### src/rtl/vs_mvp_transform_pkg.sv
// Shared constants and FSM encoding for the vs_mvp_transform matrix-vector sequencer.
package vs_mvp_transform_pkg;

    localparam int unsigned SHADER_ALU_DATA_WIDTH  = 32;
    localparam int unsigned SHADER_CORE_DATA_WIDTH = 32;
    localparam int unsigned SHADER_ALU_OP_WIDTH    = 4;
    localparam int unsigned VEC_LANES              = 4;

    localparam logic [SHADER_ALU_OP_WIDTH-1:0] OP_DP4 = 4'h6;

    typedef enum logic [1:0] {
        VS_MVP_IDLE  = 2'd0,
        VS_MVP_ISSUE = 2'd1,
        VS_MVP_WAIT  = 2'd2,
        VS_MVP_OUT   = 2'd3
    } vs_mvp_state_e;

endpackage

### src/rtl/vs_mvp_transform_if.sv
// Vertex-in / matrix-write / shader_core / vertex-out signal bundle of vs_mvp_transform.
interface vs_mvp_transform_if #(
    parameter int unsigned DATA_W = 32
);
    import vs_mvp_transform_pkg::*;

    logic                           iVertex_Valid;
    logic [4*DATA_W-1:0]            iVertex;
    logic                           oVertex_Ready;
    logic                           iMat_We;
    logic [1:0]                     iMat_Row;
    logic [4*DATA_W-1:0]            iMat_Data;
    logic                           oMat_Ready;
    logic                           oCore_Valid;
    logic [4*DATA_W-1:0]            oCore_A;
    logic [4*DATA_W-1:0]            oCore_B;
    logic [SHADER_ALU_OP_WIDTH-1:0] oCore_Op;
    logic                           iCore_Ready;
    logic [DATA_W-1:0]              iCore_Result;
    logic                           iCore_Overflow;
    logic                           oValid;
    logic [4*DATA_W-1:0]            oResult;
    logic                           oOverflow;
    logic                           iReady;
    logic                           oTimeout;

    modport slave (
        input  iVertex_Valid, iVertex, iMat_We, iMat_Row, iMat_Data,
               iCore_Ready, iCore_Result, iCore_Overflow, iReady,
        output oVertex_Ready, oMat_Ready, oCore_Valid, oCore_A, oCore_B, oCore_Op,
               oValid, oResult, oOverflow, oTimeout
    );

    modport master (
        output iVertex_Valid, iVertex, iMat_We, iMat_Row, iMat_Data,
               iCore_Ready, iCore_Result, iCore_Overflow, iReady,
        input  oVertex_Ready, oMat_Ready, oCore_Valid, oCore_A, oCore_B, oCore_Op,
               oValid, oResult, oOverflow, oTimeout
    );

endinterface

### src/rtl/vs_mat4_regfile.sv
// Four-row matrix store: one synchronous write port, one combinational read port.
module vs_mat4_regfile #(
    parameter int unsigned ROW_W = 128
) (
    input  logic             clk,
    input  logic             reset,
    input  logic             we,
    input  logic [1:0]       waddr,
    input  logic [ROW_W-1:0] wdata,
    input  logic [1:0]       raddr,
    output logic [ROW_W-1:0] rdata_c
);

    logic [3:0][ROW_W-1:0] mem_q, mem_d;

    always_comb begin
        mem_d = mem_q;
        if (we) mem_d[waddr] = wdata;
    end

    always_ff @(posedge clk or posedge reset) begin
        if (reset) mem_q <= '0;
        else       mem_q <= mem_d;
    end

    assign rdata_c = mem_q[raddr];

endmodule

### src/rtl/vs_mvp_transform.sv
// Matrix-vector transform sequencer: issues one DP4 per matrix row to shader_core and packs
// the four scalar results into a vec4. Optional result watchdog: define VS_MVP_WATCHDOG_EN.
module vs_mvp_transform
    import vs_mvp_transform_pkg::*;
#(
    parameter int unsigned DATA_W  = SHADER_ALU_DATA_WIDTH,
    parameter int unsigned TIMEOUT = 64
) (
    input logic               clk,
    input logic               reset,
    vs_mvp_transform_if.slave bus
);

    localparam int unsigned VEC_W = VEC_LANES * DATA_W;

    typedef logic [VEC_LANES-1:0][DATA_W-1:0] vec4_t;

    vs_mvp_state_e state_q, state_d;
    logic [1:0]    row_q, row_d;
    vec4_t         core_a_q, core_a_d;
    vec4_t         core_b_q, core_b_d;
    vec4_t         result_q, result_d;
    logic          core_valid_q, core_valid_d;
    logic          vtx_ready_q, vtx_ready_d;
    logic          valid_q, valid_d;
    logic          ovf_q, ovf_d;

    logic              accept_c;
    logic              mat_we_c;
    logic [VEC_W-1:0]  mat_rd_c;
    logic              res_take_c;
    logic [DATA_W-1:0] res_data_c;
    logic              res_ovf_c;

    if (TIMEOUT < 2) begin : g_timeout_chk
        $error("vs_mvp_transform: TIMEOUT must be at least 2");
    end

    assign accept_c = (state_q == VS_MVP_IDLE) && bus.iVertex_Valid;
    assign mat_we_c = (state_q == VS_MVP_IDLE) && bus.iMat_We;

    vs_mat4_regfile #(
        .ROW_W (VEC_W)
    ) u_mat (
        .clk     (clk),
        .reset   (reset),
        .we      (mat_we_c),
        .waddr   (bus.iMat_Row),
        .wdata   (bus.iMat_Data),
        .raddr   (row_d),
        .rdata_c (mat_rd_c)
    );

`ifdef VS_MVP_WATCHDOG_EN
    localparam int unsigned WD_W = $clog2(TIMEOUT + 1);

    logic [WD_W-1:0] wd_cnt_q, wd_cnt_d;
    logic            timeout_q, timeout_d;
    logic            wd_fire_c;

    assign wd_fire_c = (state_q == VS_MVP_WAIT) && !bus.iCore_Ready &&
                       (wd_cnt_q == WD_W'(TIMEOUT - 1));

    // Counts WAIT cycles for the current row; a missing result is replaced by zero.
    always_comb begin
        wd_cnt_d  = wd_cnt_q;
        timeout_d = timeout_q;
        if (state_q == VS_MVP_ISSUE)     wd_cnt_d = '0;
        else if (state_q == VS_MVP_WAIT) wd_cnt_d = wd_cnt_q + WD_W'(1);
        if (accept_c)       timeout_d = 1'b0;
        else if (wd_fire_c) timeout_d = 1'b1;
    end

    always_ff @(posedge clk or posedge reset) begin
        if (reset) begin
            wd_cnt_q  <= '0;
            timeout_q <= 1'b0;
        end else begin
            wd_cnt_q  <= wd_cnt_d;
            timeout_q <= timeout_d;
        end
    end

    assign res_take_c   = bus.iCore_Ready | wd_fire_c;
    assign res_data_c   = bus.iCore_Ready ? bus.iCore_Result : '0;
    assign bus.oTimeout = timeout_q;
`else
    assign res_take_c   = bus.iCore_Ready;
    assign res_data_c   = bus.iCore_Result;
    assign bus.oTimeout = 1'b0;
`endif

    assign res_ovf_c = bus.iCore_Ready & bus.iCore_Overflow;

    // Next-state and registered-output logic of the sequencer.
    always_comb begin
        state_d  = state_q;
        row_d    = row_q;
        core_a_d = core_a_q;
        core_b_d = core_b_q;
        result_d = result_q;
        ovf_d    = ovf_q;

        case (state_q)
            VS_MVP_IDLE: begin
                if (bus.iVertex_Valid) begin
                    core_a_d = vec4_t'(bus.iVertex);
                    row_d    = 2'd0;
                    ovf_d    = 1'b0;
                    state_d  = VS_MVP_ISSUE;
                end
            end
            VS_MVP_ISSUE: state_d = VS_MVP_WAIT;
            VS_MVP_WAIT: begin
                if (res_take_c) begin
                    result_d[row_q] = res_data_c;
                    ovf_d           = ovf_q | res_ovf_c;
                    if (row_q == 2'd3) begin
                        state_d = VS_MVP_OUT;
                    end else begin
                        row_d   = row_q + 2'd1;
                        state_d = VS_MVP_ISSUE;
                    end
                end
            end
            VS_MVP_OUT: begin
                if (bus.iReady) state_d = VS_MVP_IDLE;
            end
            default: state_d = VS_MVP_IDLE;
        endcase

        // A row written in the accepting cycle is forwarded so the vertex sees the new row.
        if (state_d == VS_MVP_ISSUE) begin
            core_b_d = (mat_we_c && (bus.iMat_Row == row_d)) ? vec4_t'(bus.iMat_Data)
                                                             : vec4_t'(mat_rd_c);
        end

        core_valid_d = (state_d == VS_MVP_ISSUE);
        vtx_ready_d  = (state_d == VS_MVP_IDLE);
        valid_d      = (state_d == VS_MVP_OUT);
    end

    always_ff @(posedge clk or posedge reset) begin
        if (reset) begin
            state_q      <= VS_MVP_IDLE;
            row_q        <= 2'd0;
            core_a_q     <= '0;
            core_b_q     <= '0;
            result_q     <= '0;
            core_valid_q <= 1'b0;
            vtx_ready_q  <= 1'b1;
            valid_q      <= 1'b0;
            ovf_q        <= 1'b0;
        end else begin
            state_q      <= state_d;
            row_q        <= row_d;
            core_a_q     <= core_a_d;
            core_b_q     <= core_b_d;
            result_q     <= result_d;
            core_valid_q <= core_valid_d;
            vtx_ready_q  <= vtx_ready_d;
            valid_q      <= valid_d;
            ovf_q        <= ovf_d;
        end
    end

    assign bus.oVertex_Ready = vtx_ready_q;
    assign bus.oMat_Ready    = vtx_ready_q;
    assign bus.oCore_Valid   = core_valid_q;
    assign bus.oCore_A       = core_a_q;
    assign bus.oCore_B       = core_b_q;
    assign bus.oCore_Op      = OP_DP4;
    assign bus.oValid        = valid_q;
    assign bus.oResult       = result_q;
    assign bus.oOverflow     = ovf_q;

endmodule

### src/flat_wrapper.sv
// flat-port wrapper written by rule: the top's interface ports become plain ports
module vs_mvp_transform_flat import vs_mvp_transform_pkg::*;
#(
    parameter int unsigned DATA_W  = SHADER_ALU_DATA_WIDTH,
    parameter int unsigned TIMEOUT = 64
)
  (clk, reset, bus_iVertex_Valid, bus_iVertex, bus_iMat_We, bus_iMat_Row, bus_iMat_Data, bus_iCore_Ready, bus_iCore_Result, bus_iCore_Overflow, bus_iReady, bus_oVertex_Ready, bus_oMat_Ready, bus_oCore_Valid, bus_oCore_A, bus_oCore_B, bus_oCore_Op, bus_oValid, bus_oResult, bus_oOverflow, bus_oTimeout);
  vs_mvp_transform_if #(.DATA_W(DATA_W)) bus_i ();
  input logic clk;
  input logic reset;
  input wire logic [$bits(bus_i.iVertex_Valid)-1:0] bus_iVertex_Valid;
  input wire logic [$bits(bus_i.iVertex)-1:0] bus_iVertex;
  input wire logic [$bits(bus_i.iMat_We)-1:0] bus_iMat_We;
  input wire logic [$bits(bus_i.iMat_Row)-1:0] bus_iMat_Row;
  input wire logic [$bits(bus_i.iMat_Data)-1:0] bus_iMat_Data;
  input wire logic [$bits(bus_i.iCore_Ready)-1:0] bus_iCore_Ready;
  input wire logic [$bits(bus_i.iCore_Result)-1:0] bus_iCore_Result;
  input wire logic [$bits(bus_i.iCore_Overflow)-1:0] bus_iCore_Overflow;
  input wire logic [$bits(bus_i.iReady)-1:0] bus_iReady;
  output wire logic [$bits(bus_i.oVertex_Ready)-1:0] bus_oVertex_Ready;
  output wire logic [$bits(bus_i.oMat_Ready)-1:0] bus_oMat_Ready;
  output wire logic [$bits(bus_i.oCore_Valid)-1:0] bus_oCore_Valid;
  output wire logic [$bits(bus_i.oCore_A)-1:0] bus_oCore_A;
  output wire logic [$bits(bus_i.oCore_B)-1:0] bus_oCore_B;
  output wire logic [$bits(bus_i.oCore_Op)-1:0] bus_oCore_Op;
  output wire logic [$bits(bus_i.oValid)-1:0] bus_oValid;
  output wire logic [$bits(bus_i.oResult)-1:0] bus_oResult;
  output wire logic [$bits(bus_i.oOverflow)-1:0] bus_oOverflow;
  output wire logic [$bits(bus_i.oTimeout)-1:0] bus_oTimeout;
  assign bus_i.iVertex_Valid = bus_iVertex_Valid;
  assign bus_i.iVertex = bus_iVertex;
  assign bus_i.iMat_We = bus_iMat_We;
  assign bus_i.iMat_Row = bus_iMat_Row;
  assign bus_i.iMat_Data = bus_iMat_Data;
  assign bus_i.iCore_Ready = bus_iCore_Ready;
  assign bus_i.iCore_Result = bus_iCore_Result;
  assign bus_i.iCore_Overflow = bus_iCore_Overflow;
  assign bus_i.iReady = bus_iReady;
  assign bus_oVertex_Ready = bus_i.oVertex_Ready;
  assign bus_oMat_Ready = bus_i.oMat_Ready;
  assign bus_oCore_Valid = bus_i.oCore_Valid;
  assign bus_oCore_A = bus_i.oCore_A;
  assign bus_oCore_B = bus_i.oCore_B;
  assign bus_oCore_Op = bus_i.oCore_Op;
  assign bus_oValid = bus_i.oValid;
  assign bus_oResult = bus_i.oResult;
  assign bus_oOverflow = bus_i.oOverflow;
  assign bus_oTimeout = bus_i.oTimeout;
  vs_mvp_transform #(.DATA_W(DATA_W), .TIMEOUT(TIMEOUT)) u_core (.clk(clk), .reset(reset), .bus(bus_i));
endmodule
### config.mk
export PLATFORM = sky130hd
export DESIGN_NAME = vs_mvp_transform_flat
export DESIGN_NICKNAME = d
export VERILOG_FILES = /design/src/rtl/vs_mvp_transform_pkg.sv /design/src/rtl/vs_mvp_transform_if.sv /design/src/rtl/vs_mat4_regfile.sv /design/src/rtl/vs_mvp_transform.sv /design/src/flat_wrapper.sv
export SDC_FILE = /design/constraint.sdc
export NUM_CORES = 2
export LEC_CHECK = 0
export ABC_AREA = 1
export BUFFER_PORTS_ARGS = -buffer_cell sky130_fd_sc_hd__clkbuf_2
export CAP_MARGIN = 20
export CORE_AREA = 2 2 272 274
export CTS_BUF_LIST = sky130_fd_sc_hd__clkbuf_4 sky130_fd_sc_hd__clkbuf_8
export CTS_CLUSTER_SIZE = 30
export DETAILED_ROUTE_END_ITERATION = 8
export DIE_AREA = 0 0 274 276
export HOLD_SLACK_MARGIN = 0.02
export PLACE_DENSITY = 0.8
export SKIP_LAST_GASP = 1
export SYNTH_ARGS = -nofsm -noshare
export SYNTH_HDL_FRONTEND = slang
export SYNTH_SLANG_ARGS = --single-unit
### constraint.sdc
create_clock -name clk -period 34 [get_ports clk]
set_clock_uncertainty 0.1 [all_clocks]
set_input_delay 1.7 -clock clk [delete_from_list [all_inputs] [get_ports clk]]
set_output_delay 1.7 -clock clk [all_outputs]
set_load 0.02 [all_outputs]
==> metrics.md <==
| Metric | Value |
|---|---|
| Unrepaired setup endpoints after global routing | false |
| Cells along the critical path | clkbuf_2 -> nand2_4 -> nand2_2 -> nand2_8 -> nand2_4 -> nand2_2 -> nand2_4 -> nand2_4 -> buf_4 -> nand2_1 -> nand3_1 -> nand2_1 |
| Main combinational cell family by area after synthesis | simple AND/OR/NAND/NOR gates |
| Initial cell density of the core | 0.544 |
| CTS tree | done |
| Critical Path End Type | flop |
| Nets | 5513 |
| Pwr Density | 108 nW/µm² |
| Initial antenna violation count | 8 |
| Hold WS | 377 ps |
| # port buffers | 685 |
| DIE AREA | 75600 µm² |
| Die X | 274 µm |
| Filler-free cell count of the finished design | 6291 |
| Routed vias/inst | 5.73 |
| Post-route ant nets | 0 |
| Synth cell types | 26 |
| Max_cap viols | 0 |
| Min-delay worst type | flop to flop |
| Area of the core | 72600 µm² |
| CTS resizes | 0 |
| Max VDD drop | 0.0726 mV |
| Worst path required time | 34580 ps |
| Proportion of synthesized area in mux cells | 0 |
| P&R area growth vs syn | 16.8% |
| Clock sink count | 904 |
| CP Class | input pin to flop |
| Die Ht | 276 µm |
| H-tree depth | 4 |
| Most used cell along the critical path | nand2_4 |
| Placed Area | 42800 µm² |
| # rows | 99 |
| Setup_tns | 0 ps |
| CP max FO | 77 |
| Cells after DPL | 6021 |
| Synthesized instance count | 4710 |
| CP max stage cell | nand2_4 |
| Post-layout min period | 5740 ps |
| Detail Placement HPWL | 73900 µm |
| Worst-path clk slew | 60 ps |
| # setup viols final | 0 |
| GRT Total Usage | 0.325 |
| Adder-cell share of the synthesized area | 0 |
| Min-Delay Path Depth | 2 |
| Residual DRC | 0 |
| Post-synthesis compound-gate area fraction | 0.0821 |
| Routed WL per cell | 19.7 µm |
| Post-synth EDFFs | 0 |
| Number of global-route vias before repair | 34506 |
| Crit path launch type | input pin |
| Total gr overflow | 0 |
| Proportion of layout cells with a drive suffix above 1 | 0.193 |
| Worst slew pin tran | 1140 ps |
| Clk Latency, worst-skew pair | 780 ps |
| Inserted Clock Buffers | 147 |
| Total number of vias | 36065 |
| First-pass GRT wire length | 196000 µm |
| Largest net degree at the start of global routing | 130 |
| Post-Syn Area | 39500 µm² |
| Synthesized flop and latch total | 904 |
| DR pass1 iterations | 6 |
| Relative slew slack | 0.239 |
| Overall power | 4.96 mW |
| Clock tree buffer depth | 3 |
| Critical Path AT | 6320 ps |
| Postcts setup bufs | 0 |
| Worst reg2reg path depth | 12 |
| Leak | 24.4 nW |
| Clk root buf | clkbuf_8 |
| CP peak stage delay | 900 ps |
| Hold_buf cts | 0 |
| Async SR Flop Fraction | 1.00 |
| Synth Area in XOR/XNOR | 0 |
| Gpl congestion | 0.929 |
| Post-route cell area | 46100 µm² |
| Yosys warns | 0 |
| Post-synthesis sequential area ratio | 0.573 |
| Status | completed |
| Drt initial violations | 4557 |
| Final hold violation count | 0 |
| DRT Wirelength | 124000 µm |
| Layout fillers | 6150 |
| Mean Syn Cell Area | 8.38 µm² |
| Max Fclk | 0.174 GHz |
| I/O pin count | 691 |
| Post-Synth Simple-Gate Area | 0.283 |
| Ys flop type | dfrtp_1 |
| Period utilization | 0.169 |
| Slew Viols, Final | 0 |
-- layer usage --
metal | part of all wire | global-route usage | vias to the layer above | routed length [µm]
li1 | - | - | 16475 | -
met1 | 0.41 | 0.449 | 17274 | 50300
met2 | 0.46 | 0.496 | 2048 | 57300
met3 | 0.098 | 0.0750 | 268 | 12100
met4 | 0.035 | 0.138 | 0 | 4290
met5 | 0 | 0 | - | 0
-- through the flow --
stage                util  setup slack [ps]
CTS                 0.633             28480
detailed placement  0.590             27640
floorplan               -              6790
finish              0.635             28260
global placement    0.590             27770
global route        0.635             28130
-- cells in the mapped netlist, types with 3 or more instances --
| library cell | number | area (µm²) |
|---|---|---|
| nand4_1 | 129 | 807 |
| nand2_1 | 1609 | 6040 |
| nor2_1 | 69 | 259 |
| a21oi_1 | 66 | 330 |
| nor2_2 | 4 | 25.0 |
| nand3_1 | 776 | 3880 |
| buf_4 | 15 | 113 |
| inv_1 | 172 | 646 |
| clkbuf_1 | 187 | 702 |
| dfrtp_1 | 903 | 22600 |
| inv_2 | 3 | 11.3 |
| nand2_4 | 4 | 45.0 |
| nand2_2 | 6 | 37.5 |
| buf_1 | 9 | 33.8 |
| o21ai_0 | 576 | 2880 |
| buf_6 | 13 | 146 |
| buf_2 | 157 | 786 |
-- worst max-delay path, delay by kind of cell --
kind	cells	cell delay, ps
buffers and inverters	2	990
and+or+nand+nor	10	3390
-- final cells by class --
cell class	instances	area [µm²]	area share
Clock inverter	30	289	0.00627
Timing Repair Buffer	736	3920	0.0851
Multi-Input combinational cell	3252	14500	0.315
Tap cell	959	1200	0.0260
Antenna cell	8	20.0	0.000434
Clock buffer	227	2840	0.0616
Sequential cell	904	22600	0.491
Inverter	175	671	0.0145
-- path summary, 6_finish.rpt --
path / start / to / slack (ps)
worst min register to register: u_core.bus.oCore_B[37]$_DFFE_PP0P_ / u_core.bus.oCore_B[37]$_DFFE_PP0P_ / 380
worst min-delay path: u_core.bus.oCore_B[37]$_DFFE_PP0P_ / u_core.bus.oCore_B[37]$_DFFE_PP0P_ / 380
worst max-delay path: bus_iVertex_Valid / u_core.bus.oCore_B[69]$_DFFE_PP0P_ / 28260
min in group asynchronous: reset / u_core.bus.oResult[56]$_DFFE_PP0P_ / 940
worst max register to register: u_core.state_q[0]$_DFF_PP0_ / u_core.bus.oCore_B[69]$_DFFE_PP0P_ / 28650
max in group asynchronous: reset / u_core.u_mat.mem_q[217]$_DFFE_PP0P_ / 29210
-- flip-flops by register name, summed over array words and instances (netlist names) --
name                    cells
u_core.bus.oCore_A        128
u_core.bus.oCore_B        128
u_core.bus.oCore_Valid      1
u_core.bus.oMat_Ready       1
u_core.bus.oOverflow        1
u_core.bus.oResult        128
u_core.bus.oValid           1
u_core.row_q                2
u_core.state_q              2
u_core.u_mat.mem_q        512
-- placed cells by master, fill, tap and decap left out, types with 2 or more instances in the layout --
| cell | instances |
|---|---|
| nand2_8 | 2 |
| inv_6 | 2 |
| inv_12 | 4 |
| buf_4 | 45 |
| inv_1 | 168 |
| conb_1 | 5 |
| clkinv_8 | 2 |
| nand2_1 | 1606 |
| nor2_2 | 3 |
| clkinv_2 | 13 |
| o21ai_0 | 576 |
| nor2_4 | 3 |
| diode_2 | 8 |
| clkbuf_4 | 45 |
| dfrtp_1 | 903 |
| nand2_4 | 8 |
| a21oi_1 | 66 |
| nor3_4 | 2 |
| nor2_1 | 69 |
| nand2_2 | 3 |
| nand3_4 | 5 |
| buf_16 | 5 |
| inv_4 | 2 |
| clkbuf_2 | 685 |
| inv_8 | 5 |
| nand4_1 | 129 |
| nand3_1 | 771 |
| clkinvlp_4 | 4 |
| clkbuf_8 | 182 |
| inv_2 | 3 |
-- power breakdown --
group / leakage (nW) / internal, mW / switching, mW / total, mW
sequential: 11.3 / 1.60 / 0.315 / 1.92
combinational: 11.4 / 0.640 / 1.41 / 2.05
clock: 1.66 / 0.547 / 0.452 / 0.999
total: 24.4 / 2.79 / 2.17 / 4.96
-- logic make-up after synthesis --
kind of cell,after synthesis
and+or+nand+nor,2602
DFF,904
AOI/OAI and AO/OA,645
buffers and inverters,557
other,2
Power figures use the tool's default switching activity.
